==> src/rtl/max_scan_unit.sv <==
// Streaming max-finder: scans COUNT samples per block, tracking the running maximum and its index.
// Optional build macro MAX_SCAN_SIGNED_EN switches the compare to two's complement.
module max_scan_unit #(
    parameter int unsigned DATA_WIDTH = 16,
    parameter int unsigned IDX_WIDTH  = 3,
    parameter int unsigned COUNT      = 8
) (
    input  logic                  CLK,
    input  logic                  RST,
    input  logic                  Start,
    input  logic                  Clear,
    input  logic                  In_Valid,
    output logic                  In_Ready,
    input  logic [DATA_WIDTH-1:0] In_Data,
    output logic                  Busy,
    output logic                  Done,
    output logic [DATA_WIDTH-1:0] MAX,
    output logic [IDX_WIDTH-1:0]  Max_Number,
    output logic [IDX_WIDTH:0]    Accepted
);

    localparam int unsigned ACC_WIDTH = IDX_WIDTH + 1;
    localparam logic [ACC_WIDTH-1:0] ACC_LAST = ACC_WIDTH'(COUNT);

    typedef enum logic [1:0] {
        S_IDLE = 2'd0,
        S_SCAN = 2'd1,
        S_DONE = 2'd2
    } state_t;

    state_t                 r_state;
    state_t                 w_state_nxt;
    logic [DATA_WIDTH-1:0]  r_max;
    logic [DATA_WIDTH-1:0]  w_max_nxt;
    logic [IDX_WIDTH-1:0]   r_idx;
    logic [IDX_WIDTH-1:0]   w_idx_nxt;
    logic [ACC_WIDTH-1:0]   r_acc;
    logic [ACC_WIDTH-1:0]   w_acc_nxt;
    logic [ACC_WIDTH-1:0]   w_acc_inc;
    logic                   r_in_ready;
    logic                   r_busy;
    logic                   r_done;
    logic                   w_greater;
    logic                   w_xfer;

    // Same ordering as the downstream comparator; ties keep the incumbent.
`ifdef MAX_SCAN_SIGNED_EN
    assign w_greater = $signed(In_Data) > $signed(r_max);
`else
    assign w_greater = In_Data > r_max;
`endif

    assign w_xfer    = In_Valid && (r_state == S_SCAN);
    assign w_acc_inc = r_acc + ACC_WIDTH'(1);

    always_ff @(posedge CLK or posedge RST) begin
        if (RST) begin
            r_state    <= S_IDLE;
            r_max      <= '0;
            r_idx      <= '0;
            r_acc      <= '0;
            r_in_ready <= 1'b0;
            r_busy     <= 1'b0;
            r_done     <= 1'b0;
        end else begin
            r_state    <= w_state_nxt;
            r_max      <= w_max_nxt;
            r_idx      <= w_idx_nxt;
            r_acc      <= w_acc_nxt;
            r_in_ready <= (w_state_nxt == S_SCAN);
            r_busy     <= (w_state_nxt == S_SCAN);
            r_done     <= (w_state_nxt == S_DONE);
        end
    end

    always_comb begin
        w_state_nxt = r_state;
        w_max_nxt   = r_max;
        w_idx_nxt   = r_idx;
        w_acc_nxt   = r_acc;

        if (Clear) begin
            w_state_nxt = S_IDLE;
            w_max_nxt   = '0;
            w_idx_nxt   = '0;
            w_acc_nxt   = '0;
        end else begin
            case (r_state)
                S_IDLE: begin
                    if (Start) begin
                        w_state_nxt = S_SCAN;
                        w_max_nxt   = '0;
                        w_idx_nxt   = '0;
                        w_acc_nxt   = '0;
                    end
                end
                S_SCAN: begin
                    if (w_xfer) begin
                        // First sample of a block loads regardless of value.
                        if (r_acc == '0) begin
                            w_max_nxt = In_Data;
                            w_idx_nxt = '0;
                        end else if (w_greater) begin
                            w_max_nxt = In_Data;
                            w_idx_nxt = r_acc[IDX_WIDTH-1:0];
                        end
                        w_acc_nxt = w_acc_inc;
                        if (w_acc_inc == ACC_LAST) begin
                            w_state_nxt = S_DONE;
                        end
                    end
                end
                S_DONE: begin
                    w_state_nxt = S_IDLE;
                end
                default: begin
                    w_state_nxt = S_IDLE;
                end
            endcase
        end
    end

    assign In_Ready   = r_in_ready;
    assign Busy       = r_busy;
    assign Done       = r_done;
    assign MAX        = r_max;
    assign Max_Number = r_idx;
    assign Accepted   = r_acc;

endmodule

==> config.mk <==
export PLATFORM = sky130hd
export DESIGN_NAME = max_scan_unit
export DESIGN_NICKNAME = d
export VERILOG_FILES = /design/src/rtl/max_scan_unit.sv
export SDC_FILE = /design/constraint.sdc
export NUM_CORES = 1
export LEC_CHECK = 0
export BUFFER_PORTS_ARGS = -buffer_cell sky130_fd_sc_hd__buf_2
export CAP_MARGIN = 10
export CORE_ASPECT_RATIO = 1.4
export CORE_MARGIN = 5
export CORE_UTILIZATION = 30
export DETAILED_ROUTE_END_ITERATION = 7
export GPL_TIMING_DRIVEN = 0
export PLACE_DENSITY = 0.49
export SETUP_SLACK_MARGIN = 0.05
export SLEW_MARGIN = 20
export SYNTH_ARGS = -nofsm -noshare
export SYNTH_HDL_FRONTEND = slang
export SYNTH_SLANG_ARGS = --single-unit
==> constraint.sdc <==
create_clock -name CLK -period 2.7 [get_ports CLK]
set_input_delay 0.135 -clock CLK [delete_from_list [all_inputs] [get_ports CLK]]
set_output_delay 0.135 -clock CLK [all_outputs]
set_load 0.05 [all_outputs]
After elaboration in Yosys (flattened, before gate mapping):

Index checks and enable logic that the tools add are counted.

* bits of input ports: 21
* word-level logic and storage cells: 42
* output and inout port bits: 26
* register bits after elaboration: 27

* equal/unequal tests: 7
* multiplexer cells: 21
* magnitude comparators: 1
* add/sub/neg operators: 1
* reductions and logical operators: 6

Operators by type and width (number)
* 2-to-1 mux 16 bit: 5
* case mux 16 bit (2 select lines): 1
* > comparator 16 bit: 1
* 2-to-1 mux 3 bit: 5
* 2-to-1 mux 4 bit: 3
* 2-to-1 mux 2 bit: 4
* case mux 4 bit (2 select lines): 1
* inequality test 3 bit, second input constant: 2
* case mux 3 bit (2 select lines): 1
* adder 4 x 1 -> 4 bit, second input constant: 1
* equality test 2 x 1 -> 1 bit, second input constant: 2
* equality test 4 bit, second input constant: 1
* zero test 4 bit: 1
* inequality test 4 x 3 -> 1 bit, second input constant: 1
* case mux 2 bit (2 select lines): 1
* AND reduction 4 bit: 1
* AND reduction 3 bit: 1
* nonzero test 3 bit: 1
* equality test 2 bit, second input constant: 1
* zero test 2 bit: 1
* logical AND 1 bit: 1

Depth between registers and ports, before layout:

* depth after elaboration: 7
* gate-level depth with buffers: 9
* gate-level depth less buffers: 7

Least setup slack after synthesis:

OpenSTA, ideal clock, no wires.

* path type: register to register
* from: reg r_max[9] (netlist: MAX[9])
* to: reg r_max[7] (netlist: MAX[7])
* required time: 2568 ps
* data arrival time: 2185 ps
* period minus slack after synthesis: 2317 ps
* buffers on the path: 1
* slack: 383 ps
* setup time: 132 ps
* cell stages (with the launch flop): 9
* path through: dfrtp_1 inv_1 ha_1 a21o_1 a211o_1 o221a_2 o21ai_2 buf_6 o32ai_1

* cells in the longest elaborated chain, start to end: 3

RTL lines
* start: declaration: line 33 `logic [DATA_WIDTH-1:0] r_max;`
* start signal: assignment: line 67 `r_max <= w_max_nxt;`
* > comparator 16 bit: line 50 `assign w_greater = In_Data > r_max;`
* inequality test 4 x 3 -> 1 bit (no source line)
* AND reduction 4 bit (no source line)

Every way passes these cells.
A chain may end at the register's enable or synchronous reset.

Worst setup path in the final report:

* from: reg r_state[1]
* to: reg r_max[8] (netlist: MAX[8])

* cells in the longest elaborated chain, start to end: 4
* elaborated cells on any way between the ends: 10
* classes of those cells: eq/ne: 4; mux: 2; reduce/logical: 4

RTL lines
* start: declaration: line 31 `state_t r_state;`
* start signal: assignment: line 66 `r_state <= w_state_nxt;`
* equality test 2 x 1 -> 1 bit: line 53, 88
* logical AND 1 bit: line 53 `assign w_xfer = In_Valid && (r_state == S_SCAN);`
* inequality test 3 bit (no source line)
* AND reduction 4 bit (no source line)

Several ways; a longest one is shown, not always the timed one.

==> results by group <==
Die
  – Chip height: 97.26 um
  – Core footprint: roughly 5200 um2
  – Die Wd: between 70 and 80 um
  – Die area: ~7000 um2
  – FP Rows: 31
  – Starting Density: 0.3116
  – Top Ports: 47

Placed design
  – Placer Congestion: roughly 0.70
  – Buffers on Ports: 46
  – Placed inst area: between 1500 and 2000 um2
  – Placed Instances: 286
  – Dpl hpwl: 2.944 mm
  – Pre-CTS setup slack: between 150 and 200 ps

Critical path
  – Critical path class: reg2reg
  – Reg2Reg Launch Point: r_state[1]$_DFF_PP0_
  – Slack of the worst reg-to-reg path: between 300 and 400 ps
  – CP Capture Type: flop
  – Critical Path Source Type: flop
  – Worst reg2reg path endpoint: MAX[8]$_DFFE_PP0P_
  – R2r worst-path depth: 7
  – Crit Path Max Fanout: 10
  – Crit path DAT: between 2000 and 3000 ps
  – Required @ worst endpoint: ~2900 ps

Layout
  – Layout Nets: between 200 and 300
  – Storage element area: just under 700 um2
  – Area taken by multi-input logic gates: roughly 740 um2
  – # diodes: 0
  – Post-route cell area: between 2000 and 2500 um2
  – Layout cell share with drive strength beyond 1: 0.2756
  – Area Overhead vs Synth: 23.01%
  – Commonest non-fill, non-tap cell in the layout: buf_2
  – Filler cell count: between 500 and 600
  – Final cell count without fillers: approximately 290
  – Most frequent cells in the layout: 47 x buf_2, 41 x inv_1, 27 x dfrtp_1

Synthesis
  – Post-Syn Area: roughly 1600 um2
  – Synthesized area per cell: around 9.4 um2
  – Yosys top cell area share: 0.4141
  – Number of synthesized register bits: 27
  – Yosys warns: 0
  – Seq/Total Area, Yosys: 0.4141
  – Syn nets: around 210
  – Synth cell types: 31
  – Cells taking the most area after synthesis: dfrtp_1 41%, ha_1 14%, inv_1 9.7%, o32ai_1 9.1%, nand2_1 3.2%
  – Largest area contributor in the netlist: dfrtp_1
  – Mapped Cells: approximately 170

GRT
  – Largest net degree at the start of global routing: 28
  – First-pass GRT wire length: 6.851 mm
  – Vias in the first global route: 1,461
  – Overall Global Routing Usage: 0.1198
  – Grt ovf: 0
  – Initial antenna violation count: 0

Clock network
  – # Post-CTS Setup Buffers: 0
  – Clock Tree Buf Depth: 2
  – Htree depth: 1
  – Worst-Skew Late Latency: around 280 ps
  – CTS Root Cell: clkbuf_8
  – CTS Buf Count: 3
  – Reg clk slew, reported paths: 110 ps
  – CTS tree: done
  – Clock sinks: 27

Detailed routing
  – Via count: between 1,000 and 1,500
  – DR vias/cell: 4.801
  – Wirelength per Cell: approximately 13 um
  – Pre-antenna DRT Iters: 4
  – Post-route ant nets: 0
  – Detailed Route Iter0 Violations: between 50 and 60
  – Drt drc: 0
  – Total Routed Length: 3.900 mm

STA
  – Max Clk Rate: ~420 MHz
  – Post-route setup TNS: 0 ps
  – Period minus WS final: 2354 ps
  – Final period utilization: 0.8718
  – Final Hold Viols: 0
  – Max-slew headroom: 0.5962
  – Final WS setup: 346.2 ps
  – Max-slew violation count: 0
  – Clock Skew: ~7.8 ps
  – RSZ-0062 raised after global routing: false
  – Worst-margin pin slew: approximately 600 ps
  – Setup-failing EPs final: 0

Min path
  – Hold EP: Busy$_DFF_PP0_
  – Hold crit path type: in2reg
  – Hold path startpoint: Clear
  – Worst hold stages: 2

Run status
  – Outcome: complete, no violations

Power and ir drop
  – PD cells: around 440 nW/um2
  – P_leak: 1.014 nW
  – Peak VDD IR: between 100 and 150 uV

Run
  – Max cap viols: 0
[per-stage QoR]
stage               utilization  power (W)  hold slack (ps)
floorplan                     -  0.0005894            187.7
global placement         0.3713  0.0006524            362.2
global route             0.3833  0.0009422            75.83
CTS                      0.3826  0.0009073            50.70
detailed placement       0.3713  0.0006537            260.6
finish                   0.3833  0.0008897            65.37
[cell usage after synthesis (all sizes together)]
| master | number |
|---|---|
| or3b | 1 |
| o21a | 1 |
| a211o | 1 |
| a21oi | 9 |
| ha | 18 |
| dfrtp | 27 |
| o221a | 1 |
| nor2 | 7 |
| clkbuf | 1 |
| nand2b | 1 |
| nor3 | 5 |
| inv | 42 |
| buf | 6 |
| xor2 | 1 |
| mux2 | 1 |
| a2111o | 1 |
| nand4 | 2 |
| nand3 | 2 |
| nand2 | 14 |
| o31ai | 1 |
| or2 | 1 |
| o21ai | 7 |
| a21o | 2 |
| mux2i | 2 |
| a2111oi | 2 |
| a41oi | 1 |
| o32ai | 17 |
[metal layers]
metal	global-route usage	vias to the layer above	share of wire
li1	-	709	-
met1	0.1442	655	0.43
met2	0.2077	28	0.51
met3	0.02381	5	0.044
met4	0.03907	0	0.016
met5	0	-	0
[state kept, by name, summed over array words and instances (netlist names)]
name,count
Accepted,4
Busy,1
Done,1
MAX,16
Max_Number,3
r_state,2
[report_power, final]
group          internal, W  total (W)  switching [W]
clock             0.000105   0.000247       0.000142
sequential        0.000419   0.000430      0.0000106
combinational    0.0000715   0.000212       0.000141
total             0.000596   0.000890       0.000294
[critical path, stage by stage, from the launching register on]
cell and delay, ps:
dfrtp_1 410, or3b_1 390, buf_6 140, a21o_1 150, a2111o_1 410, o21ai_2 390, buf_6 210, o32ai_1 100
[worst max-delay path by stage]
stage	from	endpoint	depth (start not counted)
final	r_state[1]$_DFF_PP0_	MAX[8]$_DFFE_PP0P_	7
after global routing	r_state[1]$_DFF_PP0_	MAX[8]$_DFFE_PP0P_	7
after CTS	r_state[0]$_DFF_PP0_	Accepted[2]$_DFFE_PP0P_	6
after detailed placement	r_state[0]$_DFF_PP0_	Accepted[2]$_DFFE_PP0P_	6
after global placement	r_state[0]$_DFF_PP0_	Accepted[2]$_DFFE_PP0P_	6
after floorplan	MAX[9]$_DFFE_PP0P_	MAX[7]$_DFFE_PP0P_	8
[kinds of logic (layout without fill, tap and decap cells)]
group                    count (synthesis)  count (layout)  synth area share
flip-flops                              27              27            0.4141
buffers and inverters                   49             100            0.1365
multiplexers                             3               3           0.01917
AO/OA/AOI/OAI                           43              43            0.1963
XOR/XNOR                                 1               1          0.005369
adder cells (fa/ha/maj)                 18              18            0.1380
AND/OR/NAND/NOR                         33              33           0.09050
[layout make-up]
cell class                 count  share of cell area
sequential                    27              0.3367
buffer                         7             0.03242
tap                           66             0.04115
clock buffer                   3             0.02057
multi-input combinational     98              0.3672
timing repair buffer          47              0.1197
inverter                      42             0.07855
clock inverter                 1            0.003741
[repair_timing]
item	in CTS	in global routing
hold buffers	1	0
endpoints found under the setup margin	0	7
resized for setup	0	1
endpoints found under the hold margin	27	0
Power figures use the tool's default switching activity.
